===== config.mk =====
export PLATFORM = sky130hd
export DESIGN_NAME = led_scan_ctrl_flat
export DESIGN_NICKNAME = d
export VERILOG_FILES = /design/src/rtl/led_pkg.sv /design/src/rtl/led_scan_ctrl_if.sv /design/src/rtl/led_seg_decode.sv /design/src/rtl/led_scan_ctrl.sv /design/src/flat_wrapper.sv
export SDC_FILE = /design/constraint.sdc
export NUM_CORES = 1
export LEC_CHECK = 0
export BUFFER_PORTS_ARGS = -buffer_cell sky130_fd_sc_hd__buf_2
export CORE_ASPECT_RATIO = 0.8
export CORE_MARGIN = 5
export CORE_UTILIZATION = 36
export CTS_BUF_LIST = sky130_fd_sc_hd__clkbuf_16
export DETAILED_ROUTE_END_ITERATION = 8
export GPL_ROUTABILITY_DRIVEN = 0
export PLACE_DENSITY = 0.51
export REMOVE_ABC_BUFFERS = 1
export SETUP_SLACK_MARGIN = 0.1
export SLEW_MARGIN = 25
export SYNTH_ARGS = -nofsm -noshare
export SYNTH_HDL_FRONTEND = slang
export SYNTH_SLANG_ARGS = --single-unit

===== constraint.sdc =====
create_clock -name clk_in -period 2.3 [get_ports clk_in]
set_input_delay 0.23 -clock clk_in [delete_from_list [all_inputs] [get_ports clk_in]]
set_output_delay 0.23 -clock clk_in [all_outputs]
set_load 0.005 [all_outputs]

===== src/rtl/led_pkg.sv =====
// Shared constants and types for the LED scan controller.
package led_pkg;

  // All segments off (active-low).
  localparam logic [6:0] SEG_BLANK = 7'h7F;

  // Hex nibble to active-low {g,f,e,d,c,b,a}; index = nibble value.
  localparam logic [6:0] SEG_TABLE [16] = '{
    7'h40, 7'h79, 7'h24, 7'h30, 7'h19, 7'h12, 7'h02, 7'h78,
    7'h00, 7'h10, 7'h08, 7'h03, 7'h46, 7'h21, 7'h06, 7'h0E
  };

  // Slot phase: anodes dark at slot start, then the digit is shown.
  typedef enum logic {PH_BLANK, PH_SHOW} phase_e;

endpackage


===== src/rtl/led_scan_ctrl_if.sv =====
// Datapath-to-display bundle: digit data and strobes in, pin drives out.
interface led_scan_ctrl_if #(
  parameter int unsigned NUM_DIGITS = 4
);
  logic [4*NUM_DIGITS-1:0] digits;
  logic [NUM_DIGITS-1:0]   dp_in;
  logic [NUM_DIGITS-1:0]   blank_in;
  logic                    load;
  logic                    lz_en;
  logic [6:0]              seg;
  logic                    dp;
  logic [NUM_DIGITS-1:0]   an;
  logic                    frame_done;

  modport master (
    output digits, dp_in, blank_in, load, lz_en,
    input  seg, dp, an, frame_done
  );

  modport slave (
    input  digits, dp_in, blank_in, load, lz_en,
    output seg, dp, an, frame_done
  );
endinterface


===== src/rtl/led_seg_decode.sv =====
// Combinational hex nibble to active-low 7-segment pattern.
module led_seg_decode
  import led_pkg::*;
(
  input  logic [3:0] nibble,
  output logic [6:0] seg
);

  // Table lookup from the shared segment constants.
  always_comb begin
    seg = SEG_TABLE[nibble];
  end

endmodule


===== src/rtl/led_scan_ctrl.sv =====
// N-digit multiplexed common-anode 7-segment driver with prescaler,
// inter-digit blanking, per-digit masks, leading-zero suppression and
// frame-synchronous double buffering.
module led_scan_ctrl
  import led_pkg::*;
#(
  parameter int unsigned NUM_DIGITS = 4,
  parameter int unsigned CLK_DIV    = 50000,
  parameter int unsigned BLANK_CYC  = 16
) (
  input logic           clk_in,
  input logic           rst,
  led_scan_ctrl_if.slave bus
);

  localparam int unsigned PW = (CLK_DIV > 1) ? $clog2(CLK_DIV) : 1;
  localparam int unsigned IW = $clog2(NUM_DIGITS);
  localparam logic [PW-1:0] PCNT_LAST = PW'(CLK_DIV - 1);
  localparam logic [PW-1:0] BLANK_END = PW'(BLANK_CYC);
  localparam logic [IW-1:0] IDX_LAST  = IW'(NUM_DIGITS - 1);

  logic [PW-1:0]           pcnt;
  logic [IW-1:0]           idx;
  logic                    slot_end;
  logic                    frame_wrap;
  logic [4*NUM_DIGITS-1:0] pend_digits, act_digits;
  logic [NUM_DIGITS-1:0]   pend_dp, act_dp;
  logic [NUM_DIGITS-1:0]   pend_blank, act_blank;
  logic [NUM_DIGITS-1:0]   lz_mask;
  logic                    zero_run;
  logic [3:0]              cur_nib;
  logic                    cur_dp;
  logic                    cur_dark;
  logic [NUM_DIGITS-1:0]   an_show;
  logic [6:0]              dec_seg;
  phase_e                  phase;

  assign slot_end   = (pcnt == PCNT_LAST);
  assign frame_wrap = slot_end && (idx == IDX_LAST);

  // Prescaler and scan index.
  always_ff @(posedge clk_in or negedge rst) begin
    if (!rst) begin
      pcnt <= '0;
      idx  <= '0;
    end else if (slot_end) begin
      pcnt <= '0;
      idx  <= frame_wrap ? '0 : idx + 1'b1;
    end else begin
      pcnt <= pcnt + 1'b1;
    end
  end

  // Pending buffer takes loads; active copies pending only at frame wrap.
  always_ff @(posedge clk_in or negedge rst) begin
    if (!rst) begin
      pend_digits <= '0;
      pend_dp     <= '0;
      pend_blank  <= '0;
      act_digits  <= '0;
      act_dp      <= '0;
      act_blank   <= '0;
    end else begin
      if (frame_wrap) begin
        act_digits <= pend_digits;
        act_dp     <= pend_dp;
        act_blank  <= pend_blank;
      end
      if (bus.load) begin
        pend_digits <= bus.digits;
        pend_dp     <= bus.dp_in;
        pend_blank  <= bus.blank_in;
      end
    end
  end

  // Leading-zero mask: walk from the most significant digit down while all zero.
  always_comb begin
    zero_run = 1'b1;
    lz_mask  = '0;
    for (int unsigned j = 0; j < NUM_DIGITS; j++) begin
      zero_run = zero_run && (act_digits[4*(NUM_DIGITS-1-j) +: 4] == 4'h0);
      if (j != NUM_DIGITS - 1) lz_mask[NUM_DIGITS-1-j] = bus.lz_en && zero_run;
    end
  end

  // Select the data and anode pattern for the digit under scan.
  always_comb begin
    cur_nib  = '0;
    cur_dp   = 1'b0;
    cur_dark = 1'b0;
    an_show  = '1;
    for (int unsigned i = 0; i < NUM_DIGITS; i++) begin
      if (idx == IW'(i)) begin
        cur_nib    = act_digits[4*i +: 4];
        cur_dp     = act_dp[i];
        cur_dark   = act_blank[i] | lz_mask[i];
        an_show[i] = 1'b0;
      end
    end
  end

  // Slot phase from prescaler position.
  always_comb begin
    phase = (pcnt < BLANK_END) ? PH_BLANK : PH_SHOW;
  end

  led_seg_decode u_dec (
    .nibble (cur_nib),
    .seg    (dec_seg)
  );

  // Registered pin drives and frame pulse.
  always_ff @(posedge clk_in or negedge rst) begin
    if (!rst) begin
      bus.an         <= '1;
      bus.seg        <= SEG_BLANK;
      bus.dp         <= 1'b1;
      bus.frame_done <= 1'b0;
    end else begin
      bus.frame_done <= frame_wrap;
      if (phase == PH_BLANK) begin
        bus.an  <= '1;
        bus.seg <= SEG_BLANK;
        bus.dp  <= 1'b1;
      end else begin
        bus.an  <= an_show;
        bus.seg <= cur_dark ? SEG_BLANK : dec_seg;
        bus.dp  <= ~cur_dp;
      end
    end
  end

endmodule


===== src/flat_wrapper.sv =====
// flat-port wrapper written by rule: the top's interface ports become plain ports
module led_scan_ctrl_flat import led_pkg::*;
#(
  parameter int unsigned NUM_DIGITS = 4,
  parameter int unsigned CLK_DIV    = 50000,
  parameter int unsigned BLANK_CYC  = 16
)
  (clk_in, rst, bus_digits, bus_dp_in, bus_blank_in, bus_load, bus_lz_en, bus_seg, bus_dp, bus_an, bus_frame_done);
  led_scan_ctrl_if #(.NUM_DIGITS(NUM_DIGITS)) bus_i ();
  input logic clk_in;
  input logic rst;
  input wire logic [$bits(bus_i.digits)-1:0] bus_digits;
  input wire logic [$bits(bus_i.dp_in)-1:0] bus_dp_in;
  input wire logic [$bits(bus_i.blank_in)-1:0] bus_blank_in;
  input wire logic [$bits(bus_i.load)-1:0] bus_load;
  input wire logic [$bits(bus_i.lz_en)-1:0] bus_lz_en;
  output wire logic [$bits(bus_i.seg)-1:0] bus_seg;
  output wire logic [$bits(bus_i.dp)-1:0] bus_dp;
  output wire logic [$bits(bus_i.an)-1:0] bus_an;
  output wire logic [$bits(bus_i.frame_done)-1:0] bus_frame_done;
  assign bus_i.digits = bus_digits;
  assign bus_i.dp_in = bus_dp_in;
  assign bus_i.blank_in = bus_blank_in;
  assign bus_i.load = bus_load;
  assign bus_i.lz_en = bus_lz_en;
  assign bus_seg = bus_i.seg;
  assign bus_dp = bus_i.dp;
  assign bus_an = bus_i.an;
  assign bus_frame_done = bus_i.frame_done;
  led_scan_ctrl #(.NUM_DIGITS(NUM_DIGITS), .CLK_DIV(CLK_DIV), .BLANK_CYC(BLANK_CYC)) u_core (.clk_in(clk_in), .rst(rst), .bus(bus_i));
endmodule

# Word-level counts from Yosys, hierarchy flattened

Memories as Yosys holds them, arrays and structs flattened.
Cells that the tools add are included.

Memories kept: 1
Bits in read-only memories: 112
Output and inout port bits: 13
Register bits after elaboration: 79

Magnitude comparators: 2
Reduce and logical (&&, ||, !) cells: 10
Equality and inequality tests: 4
Bitwise operators: 5
Mux-type cells: 24
Add/sub/neg operators: 2

Memories:

| name             | depth | bits a word | read ports | clocked after Yosys merged registers in | write ports | RTL line             | text |
|---|---|---|---|---|---|---|---|
| (name not given) | 16    | 7           | 1          | 0                                       | 0           | led_seg_decode.sv:11 | `seg = SEG_TABLE[nibble];` |

Operators with widths:

| kind                  | count |
|---|---|
| $mux 7                | 4 |
| $mux 4                | 5 |
| $add 16x1->16 const B | 1 |
| $eq 16x16->1 const B  | 1 |
| $lt 16x5->1 const B   | 1 |
| $mux 16               | 1 |
| $mux 1                | 13 |
| $logic_not 4->1       | 3 |
| $logic_and 1x1->1     | 6 |
| $ge 5x5->1 const B    | 1 |
| $not 4->5             | 1 |
| $eq 2x2->1 const B    | 2 |
| $or 1x1->1            | 3 |
| $add 2x1->2 const B   | 1 |
| $eq 2x1->1 const B    | 1 |
| $logic_not 2->1       | 1 |
| $mux 2                | 1 |
| $not 1->1             | 1 |

# Logic depth before layout (Yosys ltp)

Depth in word-level cells: 11
Depth in mapped cells: 11

# Hierarchy

Synthesis repeated with hierarchy kept, for this count alone.

Cell total of the unflattened synthesis: 293
Area total of the unflattened synthesis: 3,742.3 um2

By module, submodules not included:

| module         | area an instance (um2) | seq. area each (um2) | cells an instance | times used |
|---|---|---|---|---|
| led_scan_ctrl  | 3,467.1                | 1,991.9              | 261               | 1 |
| led_seg_decode | 275.3                  | 0.0                  | 32                | 1 |

# Least setup slack after synthesis

Ideal clock, no wire load.

Path kind: reg2reg
Start point: reg u_core.idx[0]
End point: reg u_core.bus.seg[0]
Stages on the path, launching flop included: 11
Arrival time: 2.291 ns
Setup time: 0.086 ns
Path slack: -0.077 ns
Path buffers: 1
Clock period less this slack: 2.377 ns
Cell sequence: dfrtp_1 > inv_1 > ha_1 > clkbuf_1 > nand2b_1 > o211ai_1 > inv_1 > ha_1 > mux2i_1 > mux2i_1 > a2111o_1

Longest elaborated chain between the ends: 11
Elaborated cells between the ends (all ways): 18
Classes of those cells: eq/ne (3); mux (12); bitwise (1); reduce/logical (1); memory (1)

RTL lines:

| element                                   | RTL line               | text |
|---|---|---|
| start, declared                           | led_scan_ctrl.sv:23    | `logic [IW-1:0] idx;` |
| start signal, assigned                    | led_scan_ctrl.sv:48    | `idx <= frame_wrap ? '0 : idx + 1'b1;` |
| $logic_not 2->1                           | led_scan_ctrl.sv:94    | `if (idx == IW'(i)) begin` |
| $mux 4 (4 in a row)                       | led_scan_ctrl.sv:94    |  |
| $not 4->5 (implied by the code)           | led_seg_decode.sv:11   |  |
| $mem_v2 16x7                              | n/a                    |  |
| $mux 7 (implied by the code) (2 in a row) | led_seg_decode.sv:11   |  |
| $mux 7 (*)                                | led_scan_ctrl.sv:128   | `bus.seg <= cur_dark ? SEG_BLANK : dec_seg;` |
| $mux 7 (*)                                | led_scan_ctrl.sv:122   | `if (phase == PH_BLANK) begin` |
| end signal, assigned                      | led_scan_ctrl.sv:128   |  |
| end, declared                             | led_scan_ctrl_if.sv:22 | `output seg, dp, an, frame_done` |

Mark *: on every way between the ends. The rest lies on a longest branch, timed or not. The select of a mux whose other input is x is not followed.
A chain may end at the register's enable or synchronous reset.

# Worst setup path after layout

Start point: reg u_core.idx[1]
End point: reg u_core.bus.seg[1]

Same word-level chain as after synthesis.

==> metrics.txt <==
max frequency 0.461 GHz; Reg2Reg Setup Slack between 0.1 and 0.15 ns; setup violators final 0; fin crit period ~2.2 ns; Die Height 100 um; cts bufs inserted 9; CP endpoint kind register; I/O pin count a little over 40; Overflow after GRT 0; Post-Syn Area 0.00365 mm2; row cnt 32; # H-tree levels 3; register area share after synthesis 54.6%; input/output buffers 40; Placed Area about 0.0041 mm2; startpoint types register; Pint about 2.3 mW; DRC viols 0; Combinational Power Share ~3.8%; Final Skew between 0.004 and 0.005 ns; share of layout cells above drive strength 1 ~46%; initial core utilization ~37%; worst vdd ir 0.439 mV; Worst Path Required ~2.6 ns; Worst EP arrival 2.43 ns; Ys Warns 0; first-pass GRT wire length ~12000 um; DRT Pass-1 Iters 4; max_slew headroom between 60% and 70%; die width 123 um; area of the multi-input gates approximately 0.0017 mm2; clock-pin slew on the worst setup and hold paths ~0.060 ns; clock tree from TritonCTS done; ys async rst share between 90% and 100%; Final Util a little under half; vias in the first global route 2424; endpoints failing hold 0; power share of the sequential group around 50%; Final WS setup between 0.1 and 0.15 ns; post-synthesis area per instance 12.8 um2; register bit count reported by yosys 79; count of cell types in the netlist 42; Final Max Slew Viols 0; # clock sinks 79; Top FF cell, synth dfrtp_1; vias post-DR 2347; switching share of total power 20.3%; Pwr Density between 600 and 700 mW/mm2; Crit Path Class reg -> reg; Worst-Margin Slew around 0.55 ns; initial antenna violation count 0; Clock Path Buffers 2; Layout area overhead 25.0%; Post-DP HPWL around 5200 um; Die ar. around 0.012 mm2; Ant. Diodes 0; Post-Syn Instances 284; HP Class in -> reg; final instance area between 0.004 and 0.005 mm2; worst skew pair latency approximately 0.33 ns; # Max-Cap Violations 0; DRT antenna net count 0; Via density between 4 and 5; wire per inst approximately 15 um; LEAKAGE 2.18 nW; fillers 931; Final Total Pwr around 2.9 mW; Reg area approximately 0.002 mm2; GRT Total Usage 12.9%; Final #Nets about 380; final setup TNS 0 ns; Clk pwr share about 46%; DP Worst Slack approximately 0.047 ns; WL final ~7400 um; floorplan core area 0.00977 mm2; Initial DRC Count just under 70; largest net degree at the start of global routing 50; CP max FO 5; CTS Root Cell clkbuf_16; NetSw approximately 0.59 mW; EDFF count, synth 0; fin crit share a little over nine tenths; RSZ-0062 raised after global routing yes; outcome finished, final reports clean
-- critical path, cell delays in order (launching register included) --
cell	delay (ns)
dfrtp_1	0.43
buf_4	0.16
ha_4	0.18
nor2_4	0.10
o211ai_1	0.12
o211ai_1	0.18
buf_4	0.19
buf_4	0.12
mux2_2	0.32
a211o_1	0.29
-- cells in the mapped netlist (all sizes together) (4+ instances only) --
cell type	number	share of area (%)
inv	6	0.62
o21ai	4	0.55
xnor2	8	1.9
nor4	5	1.4
nand3	6	0.82
nor2	17	1.7
dfrtp	67	46
a211oi	4	0.82
nor2b	5	0.86
clkbuf	7	0.72
ha	11	3.8
o211ai	5	1.0
buf	4	0.89
nand2	26	2.7
a211o	6	1.4
dfstp	12	8.6
xor2	5	1.2
nand2b	4	0.69
mux2	49	17
and4	4	0.96
-- layer usage --
layer	vias to the layer above	routed length [um]	global-route usage, %
met3	14	289	4.68
met4	0	112	4.48
met2	44	3100	17.7
met5	-	0	0
li1	1139	-	-
met1	1150	3910	18.8
-- cell families (layout without fill, tap and decap cells) --
family / after synthesis / after routing / share of synthesized area (%)
flops: 79 / 79 / 54.6
mux: 52 / 52 / 18.0
fa+ha+maj: 11 / 11 / 3.77
xor+xnor: 13 / 13 / 3.12
buf+inv: 17 / 82 / 2.23
simple gates: 81 / 81 / 11.8
compound gates: 31 / 31 / 6.42
-- registers in the layout (all words and copies together), names as in the netlist --
| name | cells |
|---|---|
| u_core.act_blank | 4 |
| u_core.act_digits | 16 |
| u_core.act_dp | 4 |
| u_core.bus.an | 4 |
| u_core.bus.dp | 1 |
| u_core.bus.frame_done | 1 |
| u_core.bus.seg | 7 |
| u_core.idx | 2 |
| u_core.pcnt | 16 |
| u_core.pend_blank | 4 |
| u_core.pend_digits | 16 |
| u_core.pend_dp | 4 |
-- power groups by stage --
| stage | Clock, mW | Sequential (mW) | Combinational (mW) |
|---|---|---|---|
| after global routing | 1.45 | 1.46 | 0.128 |
| after floorplan | 0 | 1.47 | 0.0474 |
| after detailed placement | 0 | 1.48 | 0.115 |
| final | 1.34 | 1.46 | 0.111 |
| after CTS | 1.38 | 1.46 | 0.116 |
| after global placement | 0 | 1.48 | 0.112 |
-- cell usage in the layout (no fill, tap or decap), types with 8 or more instances in the layout --
cell type	count
mux2_4	20
dfstp_2	12
nor2_1	14
nand2_1	25
dfrtp_1	66
buf_2	39
buf_4	20
clkbuf_16	9
mux2_2	29
xnor2_1	8
-- final timing paths --
kind                           startpoint                 to  cells past startpoint
max in group asynchronous             rst      u_core.bus.dp                      3
max                         u_core.idx[1]  u_core.bus.seg[1]                      9
min                          bus_dp_in[3]  u_core.pend_dp[3]                      2
min in group asynchronous             rst     u_core.pcnt[2]                      2
min reg2reg                u_core.pcnt[0]     u_core.pcnt[0]                      1
max reg2reg                 u_core.idx[1]  u_core.bus.seg[1]                      9
-- timing repair --
action,in CTS,in global routing
hold buffers,1,0
resized for setup,5,28
pin swaps,3,6
hold endpoints to repair,19,0
buffers inserted,1,3
setup endpoints to repair,3,7
-- cell type report --
| type | instances | share of cell area (%) |
|---|---|---|
| sequential | 79 | 43.7 |
| clock buffer | 9 | 4.94 |
| timing repair buffer | 61 | 8.23 |
| clock inverter | 6 | 1.18 |
| tap | 136 | 3.73 |
| inverter | 6 | 0.549 |
| multi-input combinational | 188 | 37.7 |
-- metrics by stage --
stage	instances	hold slack, ns
global route	485	0.114
CTS	482	0.116
global placement	465	0.197
finish	485	0.128
detailed placement	465	0.195
floorplan	273	-0.0656
Note: power is estimated with default switching activity, not from simulation.
